$ cat src/rtl/lif_pkg.sv
// Shared config addresses and the saturating leak/integrate step for the LIF neuron array.
// Pure combinational helpers; no storage and no flow control.
package lif_pkg;

    localparam logic [1:0] CFG_THRESH  = 2'd0;
    localparam logic [1:0] CFG_LEAK    = 2'd1;
    localparam logic [1:0] CFG_REFRACT = 2'd2;
    localparam logic [1:0] CFG_MASK    = 2'd3;

    localparam int LIF_MAX_W = 32;

    // st - (st >> leak) + cur, evaluated one bit wider than the operands and
    // clamped to the all-ones value of a w-bit membrane (w < LIF_MAX_W).
    function automatic logic [LIF_MAX_W-1:0] lif_next(
        input logic [LIF_MAX_W-1:0] st,
        input logic [LIF_MAX_W-1:0] cur,
        input logic [2:0]           leak,
        input int                   w
    );
        logic [LIF_MAX_W:0] sum;
        logic [LIF_MAX_W:0] sat;
        sum = {1'b0, st} - {1'b0, (st >> leak)} + {1'b0, cur};
        sat = {(LIF_MAX_W+1){1'b1}} >> (LIF_MAX_W + 1 - w);
        return (sum > sat) ? sat[LIF_MAX_W-1:0] : sum[LIF_MAX_W-1:0];
    endfunction

endpackage

$ cat src/rtl/lif_cell.sv
// One LIF neuron: membrane, refractory counter and spike register; state/spike valid one edge after inputs.
// No backpressure; 'fire' is the combinational spike decision for the coming edge.
module lif_cell
    import lif_pkg::*;
#(
    parameter int W  = 8,
    parameter int RW = 4
) (
    input  logic          clk,
    input  logic          rst,
    input  logic          step,
    input  logic [W-1:0]  current,
    input  logic [W-1:0]  threshold,
    input  logic [2:0]    leak,
    input  logic [RW-1:0] refract,
    output logic [W-1:0]  state,
    output logic          spike,
    output logic          fire
);

    logic [RW-1:0]        refr;
    logic [LIF_MAX_W-1:0] nxt_full;

    assign nxt_full = lif_next(LIF_MAX_W'(state), LIF_MAX_W'(current), leak, W);
    assign fire     = step && (refr == '0) && (nxt_full >= LIF_MAX_W'(threshold));

    always_ff @(posedge clk) begin
        if (rst) begin
            state <= '0;
            refr  <= '0;
            spike <= 1'b0;
        end else begin
            spike <= 1'b0;
            if (step) begin
                if (refr != '0) begin
                    // refractory: current ignored, membrane pinned at rest
                    refr  <= refr - 1'b1;
                    state <= '0;
                end else if (fire) begin
                    spike <= 1'b1;
                    state <= '0;
                    refr  <= refract;
                end else begin
                    state <= nxt_full[W-1:0];
                end
            end
        end
    end

endmodule

$ cat src/rtl/lif_array.sv
// N_CH LIF neurons with shared config regs and a priority-encoded spike event stream; one-edge latency.
// Events wait in per-channel pending bits while evt_ready is low; a respike onto a pending bit sets sticky overflow.
module lif_array
    import lif_pkg::*;
#(
    parameter int N_CH            = 4,
    parameter int W               = 8,
    parameter int RW              = 4,
    parameter int THRESH_DEFAULT  = 200,
    parameter int LEAK_DEFAULT    = 2,
    parameter int REFRACT_DEFAULT = 3,
    localparam int IDW            = $clog2(N_CH)
) (
    input  logic              clk,
    input  logic              rst,
    input  logic              en,
    input  logic [N_CH*W-1:0] current,
    input  logic              cfg_we,
    input  logic [1:0]        cfg_addr,
    input  logic [W-1:0]      cfg_data,
    output logic [N_CH*W-1:0] state,
    output logic [N_CH-1:0]   spike,
    output logic              evt_valid,
    output logic [IDW-1:0]    evt_id,
    input  logic              evt_ready,
    output logic              overflow
);

    logic [W-1:0]    threshold;
    logic [2:0]      leak;
    logic [RW-1:0]   refract;
    logic [N_CH-1:0] ch_en;
    logic [N_CH-1:0] fire;
    logic [N_CH-1:0] pending;
    logic [N_CH-1:0] clr;

    always_ff @(posedge clk) begin
        if (rst) begin
            threshold <= W'(THRESH_DEFAULT);
            leak      <= 3'(LEAK_DEFAULT);
            refract   <= RW'(REFRACT_DEFAULT);
            ch_en     <= '1;
        end else if (cfg_we) begin
            case (cfg_addr)
                CFG_THRESH:  threshold <= cfg_data;
                CFG_LEAK:    leak      <= cfg_data[2:0];
                CFG_REFRACT: refract   <= cfg_data[RW-1:0];
                CFG_MASK:    ch_en     <= cfg_data[N_CH-1:0];
            endcase
        end
    end

    for (genvar i = 0; i < N_CH; i++) begin : g_cell
        lif_cell #(
            .W  (W),
            .RW (RW)
        ) u_cell (
            .clk       (clk),
            .rst       (rst),
            .step      (en && ch_en[i]),
            .current   (current[i*W +: W]),
            .threshold (threshold),
            .leak      (leak),
            .refract   (refract),
            .state     (state[i*W +: W]),
            .spike     (spike[i]),
            .fire      (fire[i])
        );
    end

    assign evt_valid = |pending;

    // fixed priority: lowest pending channel is presented
    always_comb begin
        evt_id = '0;
        for (int i = N_CH - 1; i >= 0; i--) begin
            if (pending[i]) evt_id = IDW'(i);
        end
    end

    always_comb begin
        clr = '0;
        for (int i = 0; i < N_CH; i++) begin
            clr[i] = evt_valid && evt_ready && (evt_id == IDW'(i));
        end
    end

    // a spike landing on the same edge its old event is accepted just re-arms the bit
    always_ff @(posedge clk) begin
        if (rst) begin
            pending  <= '0;
            overflow <= 1'b0;
        end else begin
            pending <= fire | (pending & ~clr);
            if (|(fire & pending & ~clr)) overflow <= 1'b1;
        end
    end

endmodule

$ cat config.mk
export PLATFORM = sky130hd
export DESIGN_NAME = lif_array
export DESIGN_NICKNAME = d
export VERILOG_FILES = /design/src/rtl/lif_pkg.sv /design/src/rtl/lif_cell.sv /design/src/rtl/lif_array.sv
export SDC_FILE = /design/constraint.sdc
export NUM_CORES = 1
export LEC_CHECK = 0
export ABC_AREA = 1
export CORE_UTILIZATION = 40
export DETAILED_ROUTE_END_ITERATION = 10
export PLACE_DENSITY_LB_ADDON = 0.12
export RECOVER_POWER = 50
export SYNTH_ARGS = -nofsm -noshare
export SYNTH_HDL_FRONTEND = slang
export SYNTH_SLANG_ARGS = --single-unit
export TNS_END_PERCENT = 5
$ cat constraint.sdc
create_clock -name clk -period 4.8 [get_ports clk]
set_input_delay 0.48 -clock clk [delete_from_list [all_inputs] [get_ports clk]]
set_output_delay 0.48 -clock clk [all_outputs]
set_load 0.1 [all_outputs]
# Word-level counts from Yosys, hierarchy flattened

Cells that the tools add are included.

Word-level logic and storage cells: 130
Register bits: 76
Input port bits: 47

Add/sub/neg operators: 12
Order comparisons: 8
Mux-type cells: 28
Shift-type cells: 4
Bitwise logic cells: 9
Equal/unequal tests: 6
Reductions and logical operators: 45

Operators with widths:

| operator              | count |
|---|---|
| $add A33 B8 Y33       | 4 |
| $gt A33 B8 Y1 const B | 4 |
| $sub A8 B32 Y33       | 4 |
| $ge A32 B8 Y1         | 4 |
| $mux W32              | 4 |
| $shr A8 B3 Y32        | 4 |
| $mux W8               | 8 |
| $mux W4               | 8 |
| $logic_and A1 B1 Y1   | 17 |
| $logic_not A4 Y1      | 4 |
| $reduce_and A2 Y1     | 8 |
| $reduce_bool A4 Y1    | 4 |
| $sub A4 B1 Y4 const B | 4 |
| $and A4 B4 Y4         | 3 |
| $reduce_or A3 Y1      | 4 |
| $eq A2 B2 Y1 const B  | 4 |
| $mux W2               | 4 |
| $reduce_bool A2 Y1    | 4 |
| $reduce_or A4 Y1      | 2 |
| $eq A2 B1 Y1 const B  | 2 |
| $logic_not A2 Y1      | 2 |
| $mux W1               | 4 |
| $not A1 Y1            | 4 |
| $not A4 Y4            | 1 |
| $or A4 B4 Y4          | 1 |

# Logic depth before layout (Yosys ltp)

Depth in word-level cells: 10
Gate-level depth with buffers: 34
Mapped depth without buffers: 34

# Cells and area by module

A second synthesis with hierarchy kept.

Cell total of the unflattened synthesis: 1257
Area, all modules: 7945.1 um^2

Modules (own cells, without submodules):

| module                          | area each (um^2) | cells an instance | instances |
|---|---|---|---|
| lif_cell (g_cell[1].u_cell ...) | 1721.7           | 280               | 3 |
| lif_cell (g_cell[0].u_cell)     | 1793.0           | 284               | 1 |
| lif_array                       | 987.2            | 133               | 1 |

# Worst setup path before layout

No wires, ideal clock.

Path kind: register to register
From: register g_cell[0].u_cell.state[6]
To: register g_cell[0].u_cell.state[7]
Setup time: 71 ps
Period minus slack after synthesis: 4884 ps
Cell stages (with the launch flop): 29
Slack: -84 ps
Arrival time: 4812 ps
Cell sequence: dfxtp_1 > inv_1 > nand2_1 > o21ai_0 > nand2_1 > o21ai_0 > o21ai_0 > fa_1 > inv_1 > fa_1 > nand3_1 > nand2_1 > nand2_1 > nand2_1 > a21boi_0 > ha_1 > inv_1 > nor2_1 > nand3_4 > nor2_2 > inv_1 > ha_1 > a21oi_1 > o21a_1 > nand3_1 > nand2_1 > buf_2 > o211ai_1 > a21oi_1

Longest elaborated chain between the ends: 9

Ends and longest elaborated chain:

| item                   | line           | text |
|---|---|---|
| start, declared        | lif_cell.sv:16 | `output logic [W-1:0] state,` |
| start signal, assigned | lif_cell.sv:44 | `state <= nxt_full[W-1:0];` |
| $shr A8 B3 Y32         | lif_pkg.sv:22  | `sum = {1'b0, st} - {1'b0, (st >> leak)} + {1'b0, cur};` |
| $sub A8 B32 Y33 *      | lif_pkg.sv:22  |  |
| $add A33 B8 Y33 *      | lif_pkg.sv:22  |  |
| $gt A33 B8 Y1          | lif_pkg.sv:24  | `return (sum > sat) ? sat[LIF_MAX_W-1:0] : sum[LIF_MAX_W-1:0];` |
| $mux W32 *             | lif_pkg.sv:24  |  |
| $ge A32 B8 Y1          | lif_cell.sv:25 | `assign fire = step && (refr == '0) && (nxt_full >= LIF_MAX_W'(threshold));` |
| $logic_and A1 B1 Y1    | lif_cell.sv:25 |  |
| $mux W8 *              | lif_cell.sv:39 | `end else if (fire) begin` |
| $mux W8 *              | lif_cell.sv:35 | `if (refr != '0) begin` |

Mark *: on every way between the ends. The rest lies on a longest branch, timed or not.
A chain may end at the register's enable or synchronous reset.

# Worst setup path in the final report

From: register leak[0]
To: register g_cell[3].u_cell.state[4]

Longest elaborated chain between the ends: 9

Ends and longest elaborated chain:

| item                   | line            | text |
|---|---|---|
| start, declared        | lif_array.sv:30 | `logic [2:0] leak;` |
| start signal, assigned | lif_array.sv:40 | `leak <= 3'(LEAK_DEFAULT);` |
| start signal, assigned | lif_array.sv:46 | `CFG_LEAK: leak <= cfg_data[2:0];` |
| $shr A8 B3 Y32 *       | lif_pkg.sv:22   |  |
| $sub A8 B32 Y33 *      | lif_pkg.sv:22   |  |
| $add A33 B8 Y33 *      | lif_pkg.sv:22   |  |
| $gt A33 B8 Y1          | lif_pkg.sv:24   |  |
| $mux W32 *             | lif_pkg.sv:24   |  |
| $ge A32 B8 Y1          | lif_cell.sv:25  |  |
| $logic_and A1 B1 Y1    | lif_cell.sv:25  |  |
| $mux W8 *              | lif_cell.sv:39  |  |
| $mux W8 *              | lif_cell.sv:35  |  |
| end signal, assigned   | lif_cell.sv:44  |  |
| end, declared          | lif_cell.sv:16  |  |

Marks and branches as above.

==> results.cfg <==
[outcome]
status = complete, no violations

[power]
peakVddDrop_uv = 373
p_int_mw = 2.85
sw_frac_of_total_pct = 54.1
p_per_area_mw_per_mm2 = 630
p_switching_mw = 3.37
clkPwrFrac_pct = 10.7
p_leak_nw = 4.62
power_frac_seq_pct = 14.6
comb_power_share_pct = 74.7

[route]
finalWirelength_mm = 21.6
drtIter0Drc = 414
avgRoutedWirePerCell_um = 14.1
via_per_inst = 5.01
detail-route-antenna-nets = 0
vias = 7689
drc = 0
dr.pass1.iters = 5

[clock_network]
cts_sinks = 76
cts_buffers = 9
clk_pin_slew_worst_paths_ns = 0.06
cts_tree = yes
cts_max_level = 3
worstSkewPairLatency_ns = 0.34
cts_buffer_depth = 2
cts-root-buf = clkbuf_16

[die]
die_area_mm2 = 0.0196
pin_count = 87
die_x_um = 140
rows = 50
initial_utilization_pct = 40.8
core_mm2 = 0.0187
die_h_um = 140

[hold_path]
hold-path-endpoint = ch_en[0]$_SDFFE_PP1P_
min_from = ch_en[0]$_SDFFE_PP1P_
hp-class = flip-flop to flip-flop
min_path_cells = 2

[setup_path]
end_kind = flip-flop
r2r-start = leak[0]$_SDFFE_PP0P_
timing.rr.end = g_cell[3].u_cell.state[4]$_SDFFE_PP0P_
rrSetupSlack_ns = 0.27
r2r_cells = 27
crit_type = flip-flop to flip-flop
timing.critical_path.buf_inv = 6
crit_path_max_incr_delay_ns = 0.49
crit_slowest_cell = fa_1
critPathLaunchType = flip-flop
worstPathArrival_ns = 4.74
crit_family = adder cells
crit_fanout = 8
worst_ep_required_time_ns = 5.01

[logic_synthesis]
syn-num-nets = 1339
synth_edf_count = 0
netlist_instances = 1184
synth_cell_types = 40
ys_ff_latch = 76
netlist_area_mm2 = 0.00763
postSynthAreaPerCell_um2 = 6.44
synth_flop_cell = dfxtp_1
ys_warn_count = 0
synth-seq-area-share_pct = 19.9
ys_async_sr_fraction_pct = 0

[sta]
finClkSkew_ns = 0.00800
worstMarginPinSlew_ns = 1.03
finalHoldViolations = 0
final.setup.tns_ns = 0
grt_setup_unrepaired = true
max_freq_mhz = 221
slew_viol_final = 0
fin_crit_sh_pct = 94.3
period_needed_ns = 4.53
setup_viol = 0
whs_ns = 0.456
slew_headroom_pct = 31.0

[cells_and_area]
fillers = 1899
area_growth_pct = 29.3
drive_gt1_share_pct = 14.1
nets = 1452
postLayoutCoreUtil_pct = 52.8
num_antenna_cells = 0

[global_routing]
grt.overflow.total = 0
antenna_found_initial = 0
track_usage_pct = 21.6
grt_first_pass_wirelength_mm = 33.9
grt_max_degree = 43
grt_pass1_vias = 6915

[placement]
dp_hpwl_mm = 16.5
place_congestion = 0.844
io_buffers = 86

[run]
drv_cap = 0
==> power groups by stage <==
stage	logic (mW)	registers, mW	clock network [mW]
floorplan	2.72	1.35	0
global placement	4.10	0.917	0
detailed placement	4.11	0.916	0
CTS	4.14	0.903	0.677
global route	5.17	0.926	0.702
finish	4.65	0.907	0.666
==> metrics by stage <==
stage	setup slack (ns)	instance area, µm²	power, mW	instances
floorplan	0.0364	7630	4.07	1184
global route	-0.0584	9870	6.80	1536
global placement	-0.121	8850	5.01	1499
detailed placement	-0.0682	8850	5.03	1499
finish	0.271	9870	6.22	1536
CTS	0.0444	9140	5.72	1515
==> final cells by class <==
type | count | area [µm²] | area share (%)
Clock buffer | 10 | 229 | 2.32
Timing Repair Buffer | 138 | 1370 | 13.8
Sequential cell | 76 | 1530 | 15.5
Multi-Input combinational cell | 847 | 5550 | 56.3
Tap cell | 234 | 293 | 2.97
Inverter | 225 | 845 | 8.56
Clock inverter | 6 | 55.1 | 0.558
==> flip-flops by register name, indices dropped and copies added, names as in the netlist, 3 cells and up <==
signal,count
pending,4
ch_en,4
g_cell.u_cell.state,32
threshold,8
refract,4
leak,3
g_cell.u_cell.refr,16
g_cell.u_cell.spike,4
==> cell usage in the layout, fill, tap and decap left out, types with 4 or more instances in the layout <==
cell             instances
nor2_4                   5
nand2_2                 30
nand3_2                  5
ha_1                    58
ha_4                    14
buf_6                    8
a21oi_2                 10
clkinv_2                 5
nor3_1                   5
nand4_1                 11
inv_1                  218
ha_2                     4
a21oi_1                 76
dfxtp_1                 74
inv_2                    6
xor2_1                  12
nor2_2                   6
o21ai_0                 52
fa_1                    28
buf_4                   36
nand3b_1                 7
xnor2_1                 11
nor2_1                  85
clkbuf_16               11
fa_2                     4
o21ai_1                 17
nand3_1                 42
nand2_1                299
o21ai_2                 15
clkdlybuf4s50_1         86
o211ai_1                21
==> cells by family (layout without fill, tap and decap cells) <==
kind of cell	count (synthesis)	in the layout	share of synthesized area, %
compound gates	208	208	15.0
xor+xnor	23	23	2.64
simple gates	508	508	28.3
flops	76	76	19.9
fa+ha+maj	108	108	20.9
buf+inv	261	379	13.3
==> how the worst max path moves through the flow <==
stage                     slack, ns                                   start  cells after the start                                      to
after floorplan                0.04  g_cell[0].u_cell.state[4]$_SDFFE_PP0P_                     28  g_cell[0].u_cell.state[7]$_SDFFE_PP0P_
after global placement        -0.12                    leak[0]$_SDFFE_PP0P_                     25   g_cell[1].u_cell.refr[2]$_SDFFE_PP0P_
after detailed placement      -0.07                    leak[0]$_SDFFE_PP0P_                     25   g_cell[1].u_cell.refr[2]$_SDFFE_PP0P_
after CTS                      0.04                    leak[0]$_SDFFE_PP0P_                     25   g_cell[1].u_cell.refr[2]$_SDFFE_PP0P_
after global routing          -0.06                    leak[0]$_SDFFE_PP0P_                     31  g_cell[0].u_cell.state[7]$_SDFFE_PP0P_
final                          0.27                    leak[0]$_SDFFE_PP0P_                     27  g_cell[3].u_cell.state[4]$_SDFFE_PP0P_
==> what timing repair did <==
action,4_1_cts,5_1_grt
buffers inserted,0,19
resized for setup,1,148
pin swaps,0,47
endpoints found under the setup margin,35,57
hold endpoints to repair,0,0
gates cloned,0,3
hold buffers,0,0
==> per-layer routing <==
layer | vias to the layer above | routed length (µm) | GRT usage, %
met3 | 15 | 758 | 2.91
met2 | 149 | 10300 | 37.0
li1 | 3961 | - | -
met4 | 0 | 183 | 4.40
met5 | - | 0 | 0
met1 | 3564 | 10300 | 29.0
==> tightest hold or removal path: cells and delay by family (launching register included) <==
family | cells | cell delay [ns]
flip-flops | 1 | 0.32
AND/OR/NAND/NOR | 2 | 0.10
==> Yosys cell counts, types with 7 or more instances <==
cell      count  share of area, %
nand2_1     327                16
inv_1       221                11
nor2_1       88               4.3
a21oi_1      84               5.5
o21ai_0      84               5.5
dfxtp_1      76                20
ha_1         76                12
nand3_1      46               3.0
fa_1         32               8.4
clkbuf_1     22               1.1
o211ai_1     21               2.1
xor2_1       12               1.4
nand4_1      11              0.90
xnor2_1      11               1.3
buf_2         8              0.52
nand3b_1      7              0.69
Note: power is estimated with default switching activity, not from simulation.
==> RTL edit (config.mk and constraints unchanged) <==
`RW` is set to 4 in 2 places; all go to 2.
--- a/src/rtl/lif_cell.sv
+++ b/src/rtl/lif_cell.sv
@@ -6,3 +6,3 @@
     parameter int W  = 8,
-    parameter int RW = 4
+    parameter int RW = 2
 ) (
--- a/src/rtl/lif_array.sv
+++ b/src/rtl/lif_array.sv
@@ -7,3 +7,3 @@
     parameter int W               = 8,
-    parameter int RW              = 4,
+    parameter int RW              = 2,
     parameter int THRESH_DEFAULT  = 200,
Behaviour: not the same (Yosys sat finds a counterexample within 4 cycles, from zero or initial values and one cycle with rst high).
==> RTL edit against the unedited design <==
  * Global-route usage increased by 0.46 points
  * Cell area decreased by 10%
  * Area after synthesis shrank 7.9%
  * Sequential cell count shrank 10
  * Wire length shrank 8.3%
  * First-iteration DRC count fell by 11%
  * Worst setup slack got worse by 0.13 ns
  * Critical path type unchanged
Power is left out: the tool's default activity adds up to more than one toggle a clock period on the data nets, which glitch-free logic cannot reach.
==> RTL edit: results (changes against the unedited design) <==
Wire length of the first global-routing pass: 31,800 µm (-6.1%). The run gives 1,410 (-8.2%) as the number of cells in the finished layout apart from fillers. Detailed router's first-iteration violation count: 370 (-11%). Total number of vias: 6,966 (-9.4%). The run gives 1,234 (-7.8%) as the number of nets produced by synthesis. The final-stage net count was 1,331 (-8.3%); the area of placed instances was 0.00820 mm² (-7.3%). The tools report the total global routing track utilization as 22.1% (+0.46 points). The tree is rooted in a sky130_fd_sc_hd__clkbuf_16.

The adder and majority cell fraction of the synthesized area was 21.9% (+1.1 points); the placed instance count was 1,384 (-7.7%). The routability-driven placement congestion ratio was 0.871 (+3.2%). End point of the most critical hold path: g_cell[1].u_cell.refr[0]$_SDFFE_PP0P_. The placement-stage worst setup slack is 0.101 ns (+0.169 ns), and the xor/xnor share of the synthesized area is 1.87% (-0.77 points). The final antenna diode count is 0 (unchanged), and the number of cells produced by synthesis is 1,083 (-8.5%).

The compound-gate portion of the synthesized area is 15.2% (+0.25 points). The worst hold path begins at g_cell[1].u_cell.refr[0]$_SDFFE_PP0P_. The largest registers in the layout are g_cell.u_cell.state: 32 flops, g_cell.u_cell.refr: 8 flops, threshold: 8 flops. The logs give 9 (unchanged) for the number of buffers created by CTS and 6,436 (-6.9%) for the number of global-route vias before repair. In the post-synthesis netlist, the biggest area contributors are sky130_fd_sc_hd__dfxtp_1 19%, sky130_fd_sc_hd__nand2_1 16%, sky130_fd_sc_hd__ha_1 13%.

The fraction of final layout cells sized beyond drive strength 1 is 10.9% (-3.2 points), and the worst hold slack across all endpoints is 0.464 ns (+0.00806 ns). Placed wire-length estimate after detailed placement: 15,600 µm (-5.2%). The tools report the normalized max-slew margin as 30.5% (-0.53 points). The maximum net fanout on the critical path is 14 (+6), and the final wirelength is 19,800 µm (-8.3%).

The tools report the sequential share of the synthesized area as 18.8% (-1.1 points). In this run the critical register-to-register path is captured at g_cell[2].u_cell.state[1]$_SDFFE_PP0P_. The run gives 7 (+2) as the detailed-routing iteration count for the pre-antenna-repair pass.

For the register-to-register setup slack, the log shows 0.14 ns (-0.13 ns). The run finished with clean final reports. The arrival time of the worst setup path is 4.92 ns (+0.18 ns). For the largest net degree at the start of global routing, the log shows 38 (-12%). The final setup skew is 0.00900 ns (+0.00101 ns).

In the synthesized netlist, the cells that appear most often are 297 x sky130_fd_sc_hd__nand2_1, 203 x sky130_fd_sc_hd__inv_1, 72 x sky130_fd_sc_hd__a21oi_1, 72 x sky130_fd_sc_hd__ha_1.
-- RTL edit: cell count changes in the layout (fill, tap and decap cells not counted), sizes merged, moves of 10 or more --
cell / change
clkdlybuf4s50: -33
inv: -19
dfxtp: -10
nand2: -20
buf: -22
dlygate4sd3: +33
nor2: -23
xor2: -11
o21ai: -17
nand3: +13
-- RTL edit: repair_timing --
action / 4_1_cts / 5_1_grt
gates resized for setup: 0 / 74
setup buffers: 0 / 9
setup endpoints to repair: 0 / 49
-- RTL edit: worst max-delay path by stage --
stage / to / slack, ns / depth (start not counted)
6_report: g_cell[2].u_cell.state[1]$_SDFFE_PP0P_ / 0.14 / 27
5_1_grt: g_cell[2].u_cell.state[6]$_SDFFE_PP0P_ / -0.19 / 29
4_1_cts: g_cell[3].u_cell.state[0]$_SDFFE_PP0P_ / 0.06 / 29
3_5_place_dp: g_cell[3].u_cell.state[0]$_SDFFE_PP0P_ / 0.10 / 30
3_3_place_gp: g_cell[0].u_cell.state[6]$_SDFFE_PP0P_ / 0.1 / 24
2_1_floorplan: g_cell[3].u_cell.state[7]$_SDFFE_PP0P_ / 0.03 / 29
-- RTL edit: routing by layer --
metal / vias up / global-route usage [%] / share of wire, %
li1: 3627 / - / -
met1: 3139 / 31.7 / 50
met2: 174 / 35.6 / 45
met3: 26 / 1.50 / 4.0
met4: 0 / 6.24 / 1.7
met5: - / 0 / 0
-- RTL edit: critical path: cells and delay by family, from the launching register on --
family          cells  cell delay, ns
compound gates      7            1.18
fa+ha+maj           4            1.34
buf+inv             4            0.32
flops               1            0.43
simple gates       12            1.33
-- RTL edit: layout make-up --
cell class,instances,area (µm²)
Clock buffer,9,225
Timing Repair Buffer,115,1140
Tap cell,225,282
Inverter,208,785
Clock inverter,7,70.1
Fill cell,1725,8400
Multi-Input combinational cell,780,5020
Sequential cell,66,1330
